**src/rtl/spi_flash_pkg.sv**
```systemverilog
// spi_flash_pkg: SPI master register offsets and sequencer state encoding
package spi_flash_pkg;
    localparam logic [7:0] REG_DATA = 8'h00;
    localparam logic [7:0] REG_STAT = 8'h04;
    localparam logic [7:0] REG_CS   = 8'h08;
    localparam logic [7:0] REG_DIV  = 8'h10;
    typedef logic [3:0] state_t;
    localparam state_t ST_INIT  = 4'd0;
    localparam state_t ST_IDLE  = 4'd1;
    localparam state_t ST_DIV   = 4'd2;
    localparam state_t ST_CSON  = 4'd3;
    localparam state_t ST_TX    = 4'd4;
    localparam state_t ST_POLL  = 4'd5;
    localparam state_t ST_RD    = 4'd6;
    localparam state_t ST_OUT   = 4'd7;
    localparam state_t ST_CSOFF = 4'd8;
endpackage

```
**src/rtl/spi_wbm_port.sv**
```systemverilog
// spi_wbm_port: single-access Wishbone master; cyc drops on the ack edge so the next access always sees an idle cycle
module spi_wbm_port (
    input  logic        clk,
    input  logic        reset,
    input  logic        start,
    input  logic        we,
    input  logic [31:0] adr,
    input  logic [31:0] dat,
    output logic        done,
    output logic [31:0] rdata,
    output logic [31:0] wbm_adr_o,
    output logic [31:0] wbm_dat_o,
    input  logic [31:0] wbm_dat_i,
    output logic [3:0]  wbm_sel_o,
    output logic        wbm_cyc_o,
    output logic        wbm_stb_o,
    output logic        wbm_we_o,
    input  logic        wbm_ack_i
);
    assign wbm_sel_o = 4'hF;
    assign wbm_stb_o = wbm_cyc_o;
    always_ff @(posedge clk) begin
        if (reset) begin
            wbm_cyc_o <= 1'b0;
            wbm_we_o  <= 1'b0;
            wbm_adr_o <= 32'h0;
            wbm_dat_o <= 32'h0;
            done      <= 1'b0;
            rdata     <= 32'h0;
        end else begin
            done <= 1'b0;
            if (!wbm_cyc_o && start) begin
                wbm_cyc_o <= 1'b1;
                wbm_we_o  <= we;
                wbm_adr_o <= adr;
                wbm_dat_o <= dat;
            end else if (wbm_cyc_o && wbm_ack_i) begin
                wbm_cyc_o <= 1'b0;
                wbm_we_o  <= 1'b0;
                done      <= 1'b1;
                rdata     <= wbm_dat_i;
            end
        end
    end
endmodule

```
**src/rtl/spi_flash_seq.sv**
```systemverilog
// spi_flash_seq: drives the byte-wide SPI master through select/cmd/addr/dummy-read/deselect transactions
module spi_flash_seq
    import spi_flash_pkg::*;
#(
    parameter logic [31:0] SPI_BASE   = 32'h0000_0000,
    parameter logic [7:0]  CS_SEL     = 8'hFE,
    parameter logic [7:0]  CS_IDLE    = 8'hFF,
    parameter logic [7:0]  DIVISOR    = 8'h04,
    parameter int          ADDR_BYTES = 3
) (
    input  logic        clk,
    input  logic        reset,
    input  logic        req_valid,
    output logic        req_ready,
    input  logic [7:0]  req_cmd,
    input  logic [31:0] req_addr,
    input  logic [15:0] req_len,
    output logic [7:0]  rx_data,
    output logic        rx_valid,
    input  logic        rx_ready,
    output logic        busy,
    output logic        done,
    output logic [31:0] wbm_adr_o,
    output logic [31:0] wbm_dat_o,
    input  logic [31:0] wbm_dat_i,
    output logic [3:0]  wbm_sel_o,
    output logic        wbm_cyc_o,
    output logic        wbm_stb_o,
    output logic        wbm_we_o,
    input  logic        wbm_ack_i
);
    state_t      state;
    logic        acc, start, we, pdone, hdr;
    logic [7:0]  off, wdat, cmd_q;
    logic [31:0] addr_q, addr_sh, prdata;
    logic [15:0] rem;
    logic [2:0]  hidx;
    logic        unused;
    assign req_ready = state == ST_IDLE;
    assign busy      = state != ST_IDLE && state != ST_INIT;
    assign addr_sh   = addr_q >> {3'(ADDR_BYTES) - hidx, 3'b000};
    assign unused    = ^{prdata[31:8], addr_sh[31:8]};
    always_comb begin
        start = !acc && state != ST_IDLE && state != ST_OUT;
        we    = state != ST_POLL && state != ST_RD;
        off   = state == ST_DIV ? REG_DIV :
                state == ST_POLL ? REG_STAT :
                (state == ST_TX || state == ST_RD) ? REG_DATA : REG_CS;
        wdat  = state == ST_DIV ? DIVISOR :
                state == ST_CSON ? CS_SEL :
                state == ST_TX ? (!hdr ? 8'h00 : hidx == 3'd0 ? cmd_q : addr_sh[7:0]) :
                (state == ST_INIT || state == ST_CSOFF) ? CS_IDLE : 8'h00;
    end
    always_ff @(posedge clk) begin
        if (reset) begin
            state    <= ST_INIT;
            acc      <= 1'b0;
            done     <= 1'b0;
            rx_valid <= 1'b0;
            rx_data  <= 8'h00;
            cmd_q    <= 8'h00;
            addr_q   <= 32'h0;
            rem      <= 16'h0;
            hidx     <= 3'd0;
            hdr      <= 1'b0;
        end else begin
            done <= 1'b0;
            acc  <= start ? 1'b1 : pdone ? 1'b0 : acc;
            case (state)
                ST_INIT:  if (pdone) state <= ST_IDLE;
                ST_IDLE:  if (req_valid) begin
                    cmd_q  <= req_cmd;
                    addr_q <= req_addr;
                    rem    <= req_len;
                    hidx   <= 3'd0;
                    hdr    <= 1'b1;
                    state  <= ST_DIV;
                end
                ST_DIV:   if (pdone) state <= ST_CSON;
                ST_CSON:  if (pdone) state <= ST_TX;
                ST_TX:    if (pdone) state <= ST_POLL;
                ST_POLL:  if (pdone && !prdata[0]) begin
                    if (!hdr) state <= ST_RD;
                    else if (hidx != 3'(ADDR_BYTES)) begin
                        hidx  <= hidx + 3'd1;
                        state <= ST_TX;
                    end else begin
                        hdr   <= 1'b0;
                        state <= rem == 16'd0 ? ST_CSOFF : ST_TX;
                    end
                end
                ST_RD:    if (pdone) begin
                    rx_data  <= prdata[7:0];
                    rx_valid <= 1'b1;
                    state    <= ST_OUT;
                end
                ST_OUT:   if (rx_ready) begin
                    rx_valid <= 1'b0;
                    rem      <= rem - 16'd1;
                    state    <= rem == 16'd1 ? ST_CSOFF : ST_TX;
                end
                ST_CSOFF: if (pdone) begin
                    done  <= 1'b1;
                    state <= ST_IDLE;
                end
                default:  state <= ST_INIT;
            endcase
        end
    end
    spi_wbm_port u_port (
        .clk       (clk),
        .reset     (reset),
        .start     (start),
        .we        (we),
        .adr       (SPI_BASE + {24'h0, off}),
        .dat       ({24'h0, wdat}),
        .done      (pdone),
        .rdata     (prdata),
        .wbm_adr_o (wbm_adr_o),
        .wbm_dat_o (wbm_dat_o),
        .wbm_dat_i (wbm_dat_i),
        .wbm_sel_o (wbm_sel_o),
        .wbm_cyc_o (wbm_cyc_o),
        .wbm_stb_o (wbm_stb_o),
        .wbm_we_o  (wbm_we_o),
        .wbm_ack_i (wbm_ack_i)
    );
endmodule

```
**config.mk**
```make
export PLATFORM = sky130hd
export DESIGN_NAME = spi_flash_seq
export DESIGN_NICKNAME = d
export VERILOG_FILES = /design/src/rtl/spi_flash_pkg.sv /design/src/rtl/spi_wbm_port.sv /design/src/rtl/spi_flash_seq.sv
export SDC_FILE = /design/constraint.sdc
export NUM_CORES = 1
export LEC_CHECK = 0
export CAP_MARGIN = 20
export CORE_MARGIN = 2
export CORE_UTILIZATION = 41
export DETAILED_ROUTE_END_ITERATION = 8
export HOLD_SLACK_MARGIN = 0.02
export PLACE_DENSITY = 0.77
export SYNTH_ARGS = -nofsm -noshare
export SYNTH_HDL_FRONTEND = slang
export SYNTH_SLANG_ARGS = --single-unit
```
**constraint.sdc**
```tcl
create_clock -name clk -period 2 [get_ports clk]
set_clock_uncertainty 0.05 [all_clocks]
set_input_delay 0.4 -clock clk [delete_from_list [all_inputs] [get_ports clk]]
set_output_delay 0.4 -clock clk [all_outputs]
set_load 0.05 [all_outputs]
```
# Yosys cells after proc, flatten, opt, wreduce, memory -nomap -nowiden
# Index checks and enable logic that the tools add are counted.
word_totals:
  register_bits: 102
  in_bits: 93
  output_inout_bits: 83
  elab_cells: 123
classes:
  addsub: 3
  eq_ne: 24
  shifts: 1
  n_mux: 45
  bitwise_logic: 2
  reduce_logical: 32
op_table:
  columns: ["cell", "n"]
  rows:
  - ["4-bit two-way mux", 14]
  - ["8-bit two-way mux", 6]
  - ["16-bit two-way mux", 2]
  - ["16-bit case mux with 2 select lines", 1]
  - ["4-bit case mux with 8 select lines", 1]
  - ["32-bit by 6-bit >> shifter with 8-bit output", 1]
  - ["16-bit by 1-bit == test with 1-bit output (second input constant)", 1]
  - ["4-bit by 3-bit == test with 1-bit output (second input constant)", 4]
  - ["16-bit logical NOT", 1]
  - ["16-bit by 1-bit subtractor with 16-bit output (second input constant)", 1]
  - ["2-bit by 1-bit inequality test with 1-bit output (second input constant)", 7]
  - ["1-bit two-way mux", 13]
  - ["3-bit two-way mux", 4]
  - ["4-bit by 3-bit inequality test with 1-bit output (second input constant)", 3]
  - ["2-bit nonzero test", 5]
  - ["3-bit AND reduction", 3]
  - ["4-bit by 2-bit == test with 1-bit output (second input constant)", 2]
  - ["8-bit AND reduction", 1]
  - ["1-bit logical AND", 7]
  - ["2-bit inequality test (second input constant)", 3]
  - ["3-bit case mux with 2 select lines", 1]
  - ["2-bit AND reduction", 3]
  - ["2-bit OR reduction", 3]
  - ["5-bit two-way mux", 1]
  - ["other kinds (14)", 19]

# Logic depth before layout (Yosys ltp)
# Gate-level depths: netlist of the first run.
logic_depth:
  ltp_word: 7
  depth_mapped: 8
  depth_no_buf: 7

# By module
# Synthesis of the first run repeated with hierarchy kept, for this count alone.
unflattened:
  hier_cells: 903
  hier_area_um2: 7317.0
by_module_without_submodules:
  columns: ["mod", "instances", "cells_each", "area_per_inst_um2", "seq_area_each_um2"]
  rows:
  - ["spi_flash_seq", 1, 468, 3824.9, 1501.4]
  - ["spi_wbm_port", 1, 435, 3492.1, 1981.9]

# Least setup slack after synthesis of the first run
# OpenSTA, ideal clock, no wires.
synth_path:
  path_type: "reg-to-reg"
  from: "reg state[0]"
  to: "reg rem[2]"
  setup_time_ns: 0.070
  arrival_ns: 2.002
  required_time_ns: 1.880
  slack_ns: -0.122
  path_stages_with_launch: 8
  n_path_buf: 2
  period_less_slack_ns: 2.122
  cell_sequence: "dfxtp_1 buf_2 nor4b_4 and2_1 buf_2 nor2_1 or3_1 a21oi_1"
synth_via:
  elab_chain_len: 3
  word_cells_on_any_way: 7
  cone_classes: "eq/ne: 4; mux: 1; reduce/logical: 2"
synth_lines:
  columns: ["item", "line", "rtl"]
  rows:
  - ["start, declared", "spi_flash_seq.sv:32", "state_t state;"]
  - ["start signal, assigned", "spi_flash_seq.sv:89", "state <= rem == 16'd0 ? ST_CSOFF : ST_TX;"]
  - ["start signal, assigned", "spi_flash_seq.sv:100", "state <= rem == 16'd1 ? ST_CSOFF : ST_TX;"]
  - ["4-bit by 1-bit == test with 1-bit output *", null, null]
  - ["net req_ready", "spi_flash_seq.sv:14", "output logic req_ready,"]
  - ["2-bit inequality test (no source line) or 2-bit nonzero test (tied branches)", null, null]
  - ["3-bit AND reduction (no source line)", null, null]
  - ["end signal, assigned", "spi_flash_seq.sv:74", "rem <= req_len;"]
  - ["end signal, assigned", "spi_flash_seq.sv:99", "rem <= rem - 16'd1;"]
  - ["end, declared", "spi_flash_seq.sv:36", "logic [15:0] rem;"]
# Mark *: on every way through the listed nets, which the timed path passes. The rest lies on a longest branch.
# A chain may end at the register's enable or synchronous reset.

# Worst setup path after layout of the first run
layout_path:
  from: "reg u_port.wbm_adr_o[3]"
  to: "out wbm_adr_o[3]"
layout_lines:
  columns: ["item", "line", "rtl"]
  rows:
  - ["start, declared", "spi_wbm_port.sv:11", "output logic [31:0] wbm_adr_o,"]
  - ["start signal, assigned", "spi_wbm_port.sv:35", "wbm_adr_o <= adr;"]
  - ["end, declared", "spi_flash_seq.sv:23", "output logic [31:0] wbm_adr_o,"]
# No word-level cell between the ends.

==> results of run 1 <==
power by group through the flow:
stage	logic [mW]	registers, mW	clock network, mW
after CTS	0.719	2.00	1.67
after global routing	0.757	2.00	1.76
after global placement	0.710	2.04	0
after floorplan	0.456	2.15	0
final	0.720	2.00	1.63
after detailed placement	0.716	2.05	0
logic make-up after synthesis:
logic type	synth area share (%)
flip-flops	38.64
buffers and inverters	12.70
adder cells (fa/ha/maj)	1.245
multiplexers	7.418
XOR/XNOR	0.8715
AO/OA/AOI/OAI	17.33
other	0.1494
AND/OR/NAND/NOR	21.66
flip-flops by register name, indices dropped and copies added, names as in the netlist, 3 cells and up:
signal / count
addr_q: 32
cmd_q: 8
hidx: 3
rem: 16
rx_data: 8
state: 4
u_port.rdata: 8
u_port.wbm_adr_o: 3
u_port.wbm_dat_o: 8
cell usage in the layout (no fill, tap or decap), types with 3 or more instances in the layout:
master	count
sky130_fd_sc_hd__nand2_1	118
sky130_fd_sc_hd__dfxtp_1	93
sky130_fd_sc_hd__a21oi_1	83
sky130_fd_sc_hd__clkdlybuf4s50_1	83
sky130_fd_sc_hd__conb_1	57
sky130_fd_sc_hd__buf_4	50
sky130_fd_sc_hd__nor2_1	34
sky130_fd_sc_hd__o21ai_0	18
sky130_fd_sc_hd__mux2i_1	17
sky130_fd_sc_hd__nor3_1	15
sky130_fd_sc_hd__clkbuf_16	9
sky130_fd_sc_hd__nand2b_1	8
sky130_fd_sc_hd__mux4_2	8
sky130_fd_sc_hd__nand3_1	6
sky130_fd_sc_hd__nor3b_1	5
sky130_fd_sc_hd__inv_1	4
sky130_fd_sc_hd__a31oi_1	4
sky130_fd_sc_hd__nand3b_1	4
sky130_fd_sc_hd__or3_1	4
sky130_fd_sc_hd__a211o_1	4
sky130_fd_sc_hd__a211oi_1	4
sky130_fd_sc_hd__ha_1	4
sky130_fd_sc_hd__buf_12	4
sky130_fd_sc_hd__or2_2	3
sky130_fd_sc_hd__xor2_1	3
sky130_fd_sc_hd__and4b_1	3
sky130_fd_sc_hd__a21o_1	3
sky130_fd_sc_hd__o211ai_1	3
sky130_fd_sc_hd__nor2b_1	3
sky130_fd_sc_hd__a32oi_1	3
sky130_fd_sc_hd__nand4_1	3
stage by stage:
stage | area [sq um] | hold WS, ns | setup TNS [ns] | power, mW
4_1_cts | 6399 | 0.4055 | 0 | 4.386
5_1_grt | 6414 | 0.4297 | -0.003556 | 4.525
3_5_place_dp | 6098 | 0.3961 | -0.8739 | 2.764
2_1_floorplan | 5249 | 0.3829 | -0.1036 | 2.601
6_report | 6414 | 0.4048 | 0 | 4.352
3_3_place_gp | 6098 | 0.3905 | -0.3521 | 2.754
per-layer routing:
layer,vias to the layer above,routed length (um)
met4,0,244
met3,19,629
li1,2206,-
met2,158,6198
met1,2135,5285
met5,-,0
final cells by class:
cell class,count,share of cell area [%]
clock buffers,11,3.785
clock inverters,5,0.5853
inverters,6,0.3512
multi-input cells,462,41.65
flip-flops and latches,97,30.43
well taps,147,2.868
repair buffers,139,20.33
how the worst min path moves through the flow:
stage / cells after the start / end / slack (ns)
floorplan: 2 / cmd_q[0] / 0.38
global placement: 2 / addr_q[21] / 0.39
detailed placement: 2 / cmd_q[5] / 0.40
CTS: 2 / cmd_q[5] / 0.41
global route: 2 / addr_q[20] / 0.43
finish: 2 / cmd_q[5] / 0.40
timing repair:
| action | CTS | global route |
|---|---|---|
| hold buffers | 0 | 0 |
| pin swaps | 0 | 3 |
| setup buffers | 1 | 1 |
| setup endpoints to repair | 8 | 8 |
| hold endpoints to repair | 0 | 0 |
| gates resized for setup | 5 | 7 |
==> qor.json, run 1 <==
{
  "synthDominantCellAreaShare": {"value": 38.64, "unit": "%"},
  "multi_input_area": {"value": 2671, "unit": "sq um"},
  "yosysSeqAreaShare": {"value": 38.64, "unit": "%"},
  "layout.area.seq": {"value": 1952, "unit": "sq um"},
  "yosys_warnings": {"value": 0},
  "netlist_top_cells_area": {"value": "sky130_fd_sc_hd__dfxtp_1 (39%), sky130_fd_sc_hd__buf_4 (9.0%), sky130_fd_sc_hd__nand2_1 (8.8%)"},
  "worst-r2r-setup-slack": {"value": 0.07, "unit": "ns"},
  "number_of_antenna_violations_at_the_first_check_in_global_routing": {"value": 0},
  "setup_crit_end": {"value": "wbm_adr_o[3]"},
  "synthDominantAreaCellType": {"value": "sky130_fd_sc_hd__dfxtp_1"},
  "hpwlAfterDp": {"value": 9.156, "unit": "mm"},
  "gr-total-overflow": {"value": 0},
  "clock-sinks": {"value": 97},
  "clkLatencyLatePin": {"value": 0.34, "unit": "ns"},
  "num-fill-cells": {"value": 1137},
  "run_status": {"value": "complete, no violations"},
  "drt_drc_violations_left": {"value": 0},
  "synth_async_sr_flop_share": {"value": 0, "unit": "%"},
  "syn_area": {"value": 5026, "unit": "sq um"},
  "die_width": {"value": 114.7, "unit": "um"},
  "final-hold-violation-count": {"value": 0},
  "worst-slew-pin-transition": {"value": 0.6675, "unit": "ns"},
  "slowest_delay": {"value": 0.82, "unit": "ns"},
  "cp-startpoint": {"value": "u_port.wbm_adr_o[3]"},
  "groute.layer.met1.usage": {"value": 23.16, "unit": "%"},
  "most_frequent_cells_after_synthesis": {"value": "sky130_fd_sc_hd__nand2_1 (118), sky130_fd_sc_hd__dfxtp_1 (97), sky130_fd_sc_hd__a21oi_1 (83)"},
  "fin_nets": {"value": 813},
  "place.port_buffers": {"value": 94},
  "worst_path_max_delay_cell": {"value": "sky130_fd_sc_hd__clkdlybuf4s50_1"},
  "grt_util_all_layers": {"value": 18.94, "unit": "%"},
  "critical_path_class": {"value": "reg2out"},
  "regToRegStartpoint": {"value": "rem[0]"},
  "syn_inst": {"value": 606},
  "synth_enable_flop_cells": {"value": 0},
  "totalWireLength": {"value": 12.36, "unit": "mm"},
  "number_of_core_rows": {"value": 40},
  "worst_ep_required_time": {"value": 1.55, "unit": "ns"},
  "first_global_vias": {"value": 4281},
  "grt_util_met2": {"value": 33.61, "unit": "%"},
  "period_minus_slack": {"value": 1.958, "unit": "ns"},
  "post_synth.cell_area_avg": {"value": 8.294, "unit": "sq um"},
  "critical_path_depth": {"value": 1},
  "detail-route-antenna-nets": {"value": 0},
  "combinationalPowerShare": {"value": 16.6, "unit": "%"},
  "startpoint_class": {"value": "flip-flop"},
  "drt_pre_antenna_iters": {"value": 5},
  "fin_crit_sh": {"value": 97.91, "unit": "%"},
  "crit-reg2reg-capture": {"value": "rem[14]"},
  "type_of_element_capturing_the_critical_path": {"value": "primary output"},
  "detail_routed_net_length_per_standard_cell": {"value": 14.25, "unit": "um"},
  "timing.max_cap.violations": {"value": 0},
  "vias_per_cell": {"value": 5.211},
  "crit_chain": {"value": "clkdlybuf4s50_1"},
  "yosys.cell_count.top_type": {"value": "sky130_fd_sc_hd__nand2_1"},
  "grtUsageMet3": {"value": 2.647, "unit": "%"},
  "vdd_drop_max": {"value": 0.5350, "unit": "mV"},
  "leakage_power": {"value": 2.553, "unit": "nW"},
  "slew_headroom": {"value": 55.16, "unit": "%"},
  "maximum_number_of_buffers_from_clock_root_to_sink": {"value": 2},
  "swShare": {"value": 29.13, "unit": "%"},
  "most_instantiated_flip_flop_cell_in_the_synthesis_netlist": {"value": "sky130_fd_sc_hd__dfxtp_1"},
  "floorplan.die.height": {"value": 114.7, "unit": "um"},
  "grt_first_pass_wirelength": {"value": 20.08, "unit": "mm"},
  "pwr-share-clk": {"value": 37.5, "unit": "%"},
  "timing.hold.worst.start": {"value": "cmd_q[5]"},
  "pin_count_of_the_biggest_net_entering_global_routing": {"value": 93},
  "final_util": {"value": 53.40, "unit": "%"},
  "cts-htree-levels": {"value": 3},
  "place.gp.congestion": {"value": 0.8489},
  "layout-area-overhead-vs-synth": {"value": 27.61, "unit": "%"},
  "effective_utilization_at_floorplan": {"value": 41.84, "unit": "%"},
  "floorplan.core_area": {"value": 12010, "unit": "sq um"},
  "data_arrival_time_of_the_critical_path": {"value": 1.51, "unit": "ns"},
  "layout-drive-gt1-share": {"value": 15.00, "unit": "%"},
  "n_antenna_cell": {"value": 0},
  "report.final.setup_viol": {"value": 0},
  "placement.setup.worst_slack": {"value": -0.1447, "unit": "ns"},
  "critical_path.n_buffers_inverters": {"value": 1},
  "final_critical_path_setup_slack": {"value": 0.04184, "unit": "ns"},
  "num_io_pins": {"value": 176},
  "timing.critical_path.fanout_max": {"value": 2},
  "placed_cells_incl_taps": {"value": 850},
  "cts_buffers": {"value": 9},
  "power.density": {"value": 678.5, "unit": "nW/um^2"},
  "timing.final.max_slew_violations": {"value": 0},
  "power.share.sequential": {"value": 46.0, "unit": "%"},
  "ff2ff_path_depth": {"value": 7},
  "switchingPower": {"value": 1.268, "unit": "mW"},
  "synth_seq_cells": {"value": 97},
  "power_report.internal_total": {"value": 3.084, "unit": "mW"},
  "worst_setup_hold_path_clk_slew": {"value": 0.07, "unit": "ns"},
  "route.vias.total": {"value": 4518},
  "tritoncts": {"value": "done"},
  "post_layout_nonfiller_instances": {"value": 867},
  "globalRoute.busiestLayer": {"value": "met2"},
  "initialDrtViolationCount": {"value": 343},
  "cts-root-buf": {"value": "sky130_fd_sc_hd__clkbuf_16"},
  "synth_cell_types": {"value": 62},
  "floorplan.die_area": {"value": 13160, "unit": "sq um"},
  "clock.fmax": {"value": 510.7, "unit": "MHz"},
  "hold_path.class": {"value": "reg2reg"},
  "cell_class_contributing_the_biggest_share_of_worst_path_delay": {"value": "buffers and inverters"}
}
Note: power is estimated with default switching activity, not from simulation.
==> run 2, diff against run 1 <==
ABC_AREA = 1   (was default)
CORE_UTILIZATION = 42   (was 41)
PLACE_DENSITY = 0.78   (was 0.77)
==> qor.json, run 2 <==
{
  "hold_path.class": {"value": "reg2reg"},
  "slew_headroom": {"value": 65.10, "unit": "%", "change": "+9.9 points"},
  "cts_buffers": {"value": 9, "change": "unchanged"},
  "drt_drc_violations_left": {"value": 0, "change": "unchanged"},
  "crit_chain": {"value": "clkdlybuf4s50_1"},
  "first_global_vias": {"value": 4493, "change": "+5.0%"},
  "placed_cells_incl_taps": {"value": 999, "change": "+18%"},
  "hpwlAfterDp": {"value": 8.904, "unit": "mm", "change": "-2.8%"},
  "most_frequent_cells_after_synthesis": {"value": "sky130_fd_sc_hd__nand2_1 (216), sky130_fd_sc_hd__dfxtp_1 (97), sky130_fd_sc_hd__a21oi_1 (82)"},
  "die_width": {"value": 115.1, "unit": "um", "change": "+0.35%"},
  "timing.critical_path.fanout_max": {"value": 2, "change": "unchanged"},
  "gr-total-overflow": {"value": 0, "change": "unchanged"},
  "run_status": {"value": "complete, no violations"},
  "fin_crit_sh": {"value": 98.10, "unit": "%", "change": "+0.19 points"},
  "timing.max_cap.violations": {"value": 0, "change": "unchanged"},
  "layout-area-overhead-vs-synth": {"value": 23.55, "unit": "%"},
  "report.final.setup_viol": {"value": 0, "change": "unchanged"},
  "worst-slew-pin-transition": {"value": 0.5218, "unit": "ns", "change": "-0.1456 ns"},
  "type_of_element_capturing_the_critical_path": {"value": "primary output"},
  "multi_input_area": {"value": 2608, "unit": "sq um", "change": "-2.4%"},
  "synth_async_sr_flop_share": {"value": 0, "unit": "%", "change": "unchanged"},
  "placed_area": {"value": 6075, "unit": "sq um", "change": "-0.39%"},
  "post_layout_nonfiller_instances": {"value": 1017, "change": "+17%"},
  "num-fill-cells": {"value": 1150, "change": "+1.1%"},
  "most_instantiated_flip_flop_cell_in_the_synthesis_netlist": {"value": "sky130_fd_sc_hd__dfxtp_1"},
  "period_minus_slack": {"value": 1.962, "unit": "ns", "change": "+0.003806 ns"},
  "yosys.cell_count.top_type": {"value": "sky130_fd_sc_hd__nand2_1"},
  "synth_enable_flop_cells": {"value": 0, "change": "unchanged"},
  "detail-route-antenna-nets": {"value": 0, "change": "unchanged"},
  "effective_utilization_at_floorplan": {"value": 43.18, "unit": "%", "change": "+1.3 points"},
  "layout.area.seq": {"value": 1943, "unit": "sq um", "change": "-0.45%"},
  "grt_util_all_layers": {"value": 18.74, "unit": "%", "change": "-0.19 points"},
  "detail_routed_net_length_per_standard_cell": {"value": 12.19, "unit": "um", "change": "-14%"},
  "data_arrival_time_of_the_critical_path": {"value": 1.51, "unit": "ns", "change": "about the same"},
  "floorplan.die.height": {"value": 115.1, "unit": "um", "change": "+0.35%"},
  "place.gp.congestion": {"value": 0.8883, "change": "+4.6%"},
  "cell_class_contributing_the_biggest_share_of_worst_path_delay": {"value": "buffers and inverters"},
  "tritoncts": {"value": "done"},
  "cts-htree-levels": {"value": 3, "change": "unchanged"},
  "worst_setup_hold_path_clk_slew": {"value": 0.07, "unit": "ns", "change": "about the same"},
  "n_antenna_cell": {"value": 0, "change": "unchanged"},
  "worst_ep_required_time": {"value": 1.55, "unit": "ns", "change": "about the same"},
  "clock-sinks": {"value": 97, "change": "unchanged"},
  "biggestRegsByFlops": {"value": "addr_q (32), rem (16)"},
  "synthDominantCellAreaShare": {"value": 37.44, "unit": "%", "change": "-1.2 points"},
  "sum_of_negative_setup_slack": {"value": 0, "unit": "ns", "change": "unchanged"},
  "pin_count_of_the_biggest_net_entering_global_routing": {"value": 37, "change": "-60%"},
  "clkLatencyLatePin": {"value": 0.34, "unit": "ns", "change": "about the same"},
  "syn_area": {"value": 5186, "unit": "sq um", "change": "+3.2%"},
  "floorplan.die_area": {"value": 13250, "unit": "sq um", "change": "+0.70%"},
  "layout_common_cells": {"value": "sky130_fd_sc_hd__nand2_1 (216), sky130_fd_sc_hd__dfxtp_1 (96), sky130_fd_sc_hd__clkdlybuf4s50_1 (83)"},
  "timing.final.max_slew_violations": {"value": 0, "change": "unchanged"},
  "largest_register": {"value": "addr_q"},
  "maximum_number_of_buffers_from_clock_root_to_sink": {"value": 2, "change": "unchanged"},
  "layout.cells.most_common": {"value": "sky130_fd_sc_hd__nand2_1"},
  "fin_nets": {"value": 964, "change": "+19%"},
  "drt_pre_antenna_iters": {"value": 5, "change": "unchanged"},
  "postLayoutCellArea": {"value": 6407, "unit": "sq um", "change": "about the same"},
  "floorplan.core_area": {"value": 12010, "unit": "sq um", "change": "unchanged"},
  "totalWireLength": {"value": 12.40, "unit": "mm", "change": "+0.33%"},
  "synth_cell_types": {"value": 33, "change": "-47%"},
  "synth_seq_cells": {"value": 97, "change": "unchanged"},
  "largest_register_ffs": {"value": 32, "change": "unchanged"},
  "cts-root-buf": {"value": "sky130_fd_sc_hd__clkbuf_16"},
  "yosys_warnings": {"value": 0, "change": "unchanged"},
  "final_util": {"value": 53.34, "unit": "%", "change": "about the same"},
  "number_of_core_rows": {"value": 40, "change": "unchanged"},
  "layout-drive-gt1-share": {"value": 8.966, "unit": "%", "change": "-6.0 points"},
  "slowest_delay": {"value": 0.81, "unit": "ns", "change": "about the same"},
  "startpoint_class": {"value": "flip-flop"},
  "place.port_buffers": {"value": 94, "change": "unchanged"},
  "critical_path_class": {"value": "reg2out"},
  "critical_path.n_buffers_inverters": {"value": 1, "change": "unchanged"},
  "leakage_power": {"value": 2.807, "unit": "nW", "change": "+10%"},
  "synthDominantAreaCellType": {"value": "sky130_fd_sc_hd__dfxtp_1"},
  "unrepaired_setup_endpoints_after_global_routing": {"value": "false"},
  "yosysSeqAreaShare": {"value": 37.44, "unit": "%", "change": "-1.2 points"},
  "finalPower": {"value": 7.347, "unit": "mW", "change": "+69%"},
  "hold_buffers": {"value": 0, "change": "unchanged"},
  "worst_hold_slack": {"value": 0.4009, "unit": "ns", "change": "-0.003864 ns"},
  "number_of_antenna_violations_at_the_first_check_in_global_routing": {"value": 0, "change": "unchanged"},
  "worst_path_max_delay_cell": {"value": "sky130_fd_sc_hd__clkdlybuf4s50_1"},
  "num_io_pins": {"value": 176, "change": "unchanged"},
  "final-hold-violation-count": {"value": 0, "change": "unchanged"},
  "placement.setup.worst_slack": {"value": 0.1701, "unit": "ns", "change": "+0.3147 ns"},
  "netlist_top_cells_area": {"value": "sky130_fd_sc_hd__dfxtp_1 (37%), sky130_fd_sc_hd__nand2_1 (16%), sky130_fd_sc_hd__buf_4 (9.0%)"},
  "initialDrtViolationCount": {"value": 378, "change": "+10%"},
  "post_synth.cell_area_avg": {"value": 6.709, "unit": "sq um", "change": "-19%"},
  "vdd_drop_max": {"value": 0.4902, "unit": "mV", "change": "-8.4%"},
  "vias_per_cell": {"value": 4.841, "change": "-7.1%"},
  "route.vias.total": {"value": 4923, "change": "+9.0%"},
  "syn_inst": {"value": 773, "change": "+28%"},
  "clock.fmax": {"value": 509.7, "unit": "MHz", "change": "-0.19%"},
  "grt_first_pass_wirelength": {"value": 20.15, "unit": "mm", "change": "+0.37%"},
  "power.density": {"value": 1147, "unit": "nW/um^2", "change": "+69%"},
  "final_critical_path_setup_slack": {"value": 0.03803, "unit": "ns", "change": "-0.003806 ns"}
}
==> run 2: changes by cell type in the layout (fill, tap and decap cells not counted), sizes merged, moves of 5 or more <==
cell    change
nand2b      -8
clkinv      +5
nor3b       -5
mux4        -8
buf        -21
mux2i      -17
nand3      +60
nor2       +32
or3         -5
nor3       -13
inv        +57
nand2     +104
o21ai      +34
==> run 2: layout make-up <==
type                            instances  area share [%]
Tap cell                              147           2.871
Clock inverter                          4          0.8202
Sequential cell                        97           30.33
Multi-Input combinational cell        573           40.70
Clock buffer                           11           3.945
Inverter                               68           3.984
Timing Repair Buffer                  117           17.36
==> run 2: timing repair <==
action / CTS / global route
buffers inserted: 0 / 3
resized for setup: 0 / 2
endpoints found under the setup margin: 0 / 1
==> run 2: cells by family after synthesis <==
group                    after synthesis  synth area share, %
XOR/XNOR                               2               0.3378
flip-flops                            97                37.44
other                                  2               0.1448
AO/OA/AOI/OAI                        145                14.62
buffers and inverters                158                16.26
AND/OR/NAND/NOR                      364                29.99
adder cells (fa/ha/maj)                5                1.206
==> run 2: per-layer routing <==
metal,routed length [um],track usage (%),vias to the layer above
met5,0,0,-
met4,173,5.863,0
met3,673,4.006,13
met2,5942,31.96,153
met1,5608,23.74,2214
li1,-,-,2543
==> run 2: path summary, 6_finish.rpt <==
kind | startpoint | end | slack (ns) | cells past startpoint
worst max-delay path | rx_data[0] | rx_data[0] | 0.04 | 1
worst min register to register | addr_q[21] | addr_q[21] | 0.40 | 2
worst max register to register | state[3] | u_port.wbm_dat_o[2] | 0.23 | 9
worst min-delay path | addr_q[21] | addr_q[21] | 0.40 | 2
==> run 2: report_power, final <==
group,internal [mW],total (mW),switching (mW)
clock,1.03,1.76,0.726
combinational,1.04,3.16,2.11
sequential,2.26,2.43,0.168
==> run 3, diff against run 2 <==
TNS_END_PERCENT = 100   (was default)
==> results of run 3 <==
The final DEF is identical to that of run 2; final timing and power are the same.
==> variant: new RTL, flow settings as in run 2 <==
`CS_IDLE`: 8'hFF -> 8'hBF.
--- a/src/rtl/spi_flash_seq.sv
+++ b/src/rtl/spi_flash_seq.sv
@@ -6,3 +6,3 @@
     parameter logic [7:0]  CS_SEL     = 8'hFE,
-    parameter logic [7:0]  CS_IDLE    = 8'hFF,
+    parameter logic [7:0]  CS_IDLE    = 8'hBF,
     parameter logic [7:0]  DIVISOR    = 8'h04,
Formal check against the unedited RTL: not equivalent (Yosys sat finds a counterexample within 4 cycles, from zero or initial values and one cycle with reset high).
==> variant against run 2 <==
- die area is 0.46% lower
- wire length is 0.49% lower
- sequential cell count stayed put
- setup slack better by 7.2 ps
- total power is 3.0% lower
- core utilization is 0.34 points lower
- synthesized cell count is 0.13% lower
- synthesized area is 0.48% lower
- design area is 0.64% lower
- combinational power is 3% lower
- largest cell class unchanged
- largest power group unchanged
==> variant: results (changes against run 2) <==
| Metric | Value |
|---|---|
| Status | `completed (unchanged)` |
| VDD IR max | `0.465 mV (was 0.490 mV)` |
| Placed Area | `6070 sq um (about the same)` |
| Initial antenna violation count | `0 (unchanged)` |
| Synth warnings | `0 (unchanged)` |
| Xor/xnor share of the synthesized area | `0.00339 (was 0.00338)` |
| Vias in the first global route | `4455 (was 4493)` |
| Met3 Routed Length | `656 microns (was 673 microns)` |
| Crit Path Max Fanout | `2 (unchanged)` |
| Gr usage total | `0.191 (was 0.187)` |
| Setup Buffers After CTS | `1 (was 0)` |
| Clock Power Share | `0.230 (was 0.239)` |
| 1st-iter DRT viols | `257 (was 378)` |
| Fin cells | `1016 (was 1017)` |
| CTS Buf Count | `9 (unchanged)` |
| I/O Buffers | `94 (unchanged)` |
| Arr. time, crit path | `roughly 1500 ps` |
| Leak | `2.85 nW (was 2.81 nW)` |
| DRT Pass-1 Iters | `4 (was 5)` |
| Routed length per placed instance | `12.1 microns (was 12.2 microns)` |
| Post-synthesis sequential area ratio | `0.376 (was 0.374)` |
| Clk_lat worst skew | `340 ps (about the same)` |
| Synth Area in Adders | `0.0121 (about the same)` |
| Pin count of the biggest net entering global routing | `52 (was 37)` |
| Worst Tran Pin Value | `524 ps (was 522 ps)` |
| Netlist cell types | `32 (was 33)` |
| Part of the power in registers | `0.339 (was 0.331)` |
| CP peak stage delay | `820 ps` |
| Worst slack at placement | `160 ps (was 170 ps)` |
| Synth Area in Compound Gates | `0.146 (about the same)` |
| Async SR Flop Fraction | `0 (unchanged)` |
| Clock-pin slew on the worst setup and hold paths | `70 ps (about the same)` |
| CP top delay family | `buffers and inverters (unchanged)` |
| Root Buffer | `clkbuf_16 (unchanged)` |
| First-pass GRT wire length | `20.5 mm (was 20.2 mm)` |
| Gp weighted congestion | `0.903 (was 0.888)` |
| Top layer in use | `met4 (unchanged)` |
| Top post-synthesis cells by area | `dfxtp_1 38%, nand2_1 16%, buf_4 8.9% (was dfxtp_1 37%, nand2_1 16%, buf_4 9.0%)` |
| Setup Total Neg Slack | `0 ps (unchanged)` |
| Layout cells sized above 1 | `0.0817 (was 0.0897)` |
| Filler cells | `1235 (was 1150)` |
| H-tree depth | `3 (unchanged)` |
| Ys flop type | `dfxtp_1 (unchanged)` |
| Pint | `4.16 mW (was 4.34 mW)` |
| Mux cell area share after synthesis | `0 (unchanged)` |
| Power Sequential | `2.41 mW` |
| Met1 wire length | `5.73 mm (was 5.61 mm)` |
| Post-synth top cells | `217 x nand2_1, 97 x dfxtp_1, 82 x a21oi_1, 66 x nand3_1, 61 x buf_4 (was 216 x nand2_1, 97 x dfxtp_1, 82 x a21oi_1, 66 x nand3_1, 62 x buf_4)` |
| Post_cts resized | `0 (unchanged)` |
| Fin nets | `962 (was 964)` |
| Met2 wire len | `5.83 mm (was 5.94 mm)` |
| Vias per inst | `4.77 (was 4.84)` |
| Final HPWL DP | `8.81 mm (was 8.90 mm)` |
| Synth Area per Inst | `6.69 sq um (was 6.71 sq um)` |
| Slowest cell on the critical path | `clkdlybuf4s50_1 (unchanged)` |
-- variant: changes by cell type after synthesis --
cell | before | now
o21ai_0 | 48 | 52
o21ai_1 | 5 | 1
nor2_1 | 56 | 59
nor2_2 | 7 | 4
buf_2 | 8 | 10
inv_2 | 8 | 6
a211oi_1 | 0 | 1
a211oi_2 | 1 | 0
buf_1 | 1 | 0
buf_4 | 62 | 61
inv_1 | 57 | 58
nand2_1 | 216 | 217
nand2_4 | 3 | 2
-- variant: path summary, 6_finish.rpt --
| path | start | endpoint | slack, ps | cells after the start |
|---|---|---|---|---|
| worst max-delay path | rx_data[2]$_SDFFE_PP0P_ | rx_data[2] | 50 | 1 |
| worst min-delay path | addr_q[18]$_SDFFE_PP0P_ | addr_q[18]$_SDFFE_PP0P_ | 400 | 2 |
| worst max register to register | state[1]$_SDFFE_PP0P_ | u_port.wbm_adr_o[3]$_SDFFE_PP0P_ | 200 | 9 |
| worst min register to register | addr_q[18]$_SDFFE_PP0P_ | addr_q[18]$_SDFFE_PP0P_ | 400 | 2 |
-- variant: final cells by class --
| cell class | count | area, sq um | area share |
|---|---|---|---|
| Clock buffer | 11 | 243 | 0.0381 |
| Timing Repair Buffer | 116 | 1120 | 0.176 |
| Inverter | 67 | 251 | 0.0395 |
| Clock inverter | 5 | 38.8 | 0.00609 |
| Multi-Input combinational cell | 573 | 2590 | 0.406 |
| Tap cell | 147 | 184 | 0.0289 |
| Sequential cell | 97 | 1940 | 0.305 |
-- variant: worst min-delay path: stages, from the launching register on --
cell	delay, ps
dfxtp_1	300
inv_1	60
a21oi_1	50
-- variant: routing by layer --
layer  track usage  up-vias
met5             0        -
li1              -     2539
met3        0.0390        8
met1         0.248     2176
met4        0.0554        0
met2         0.321      119
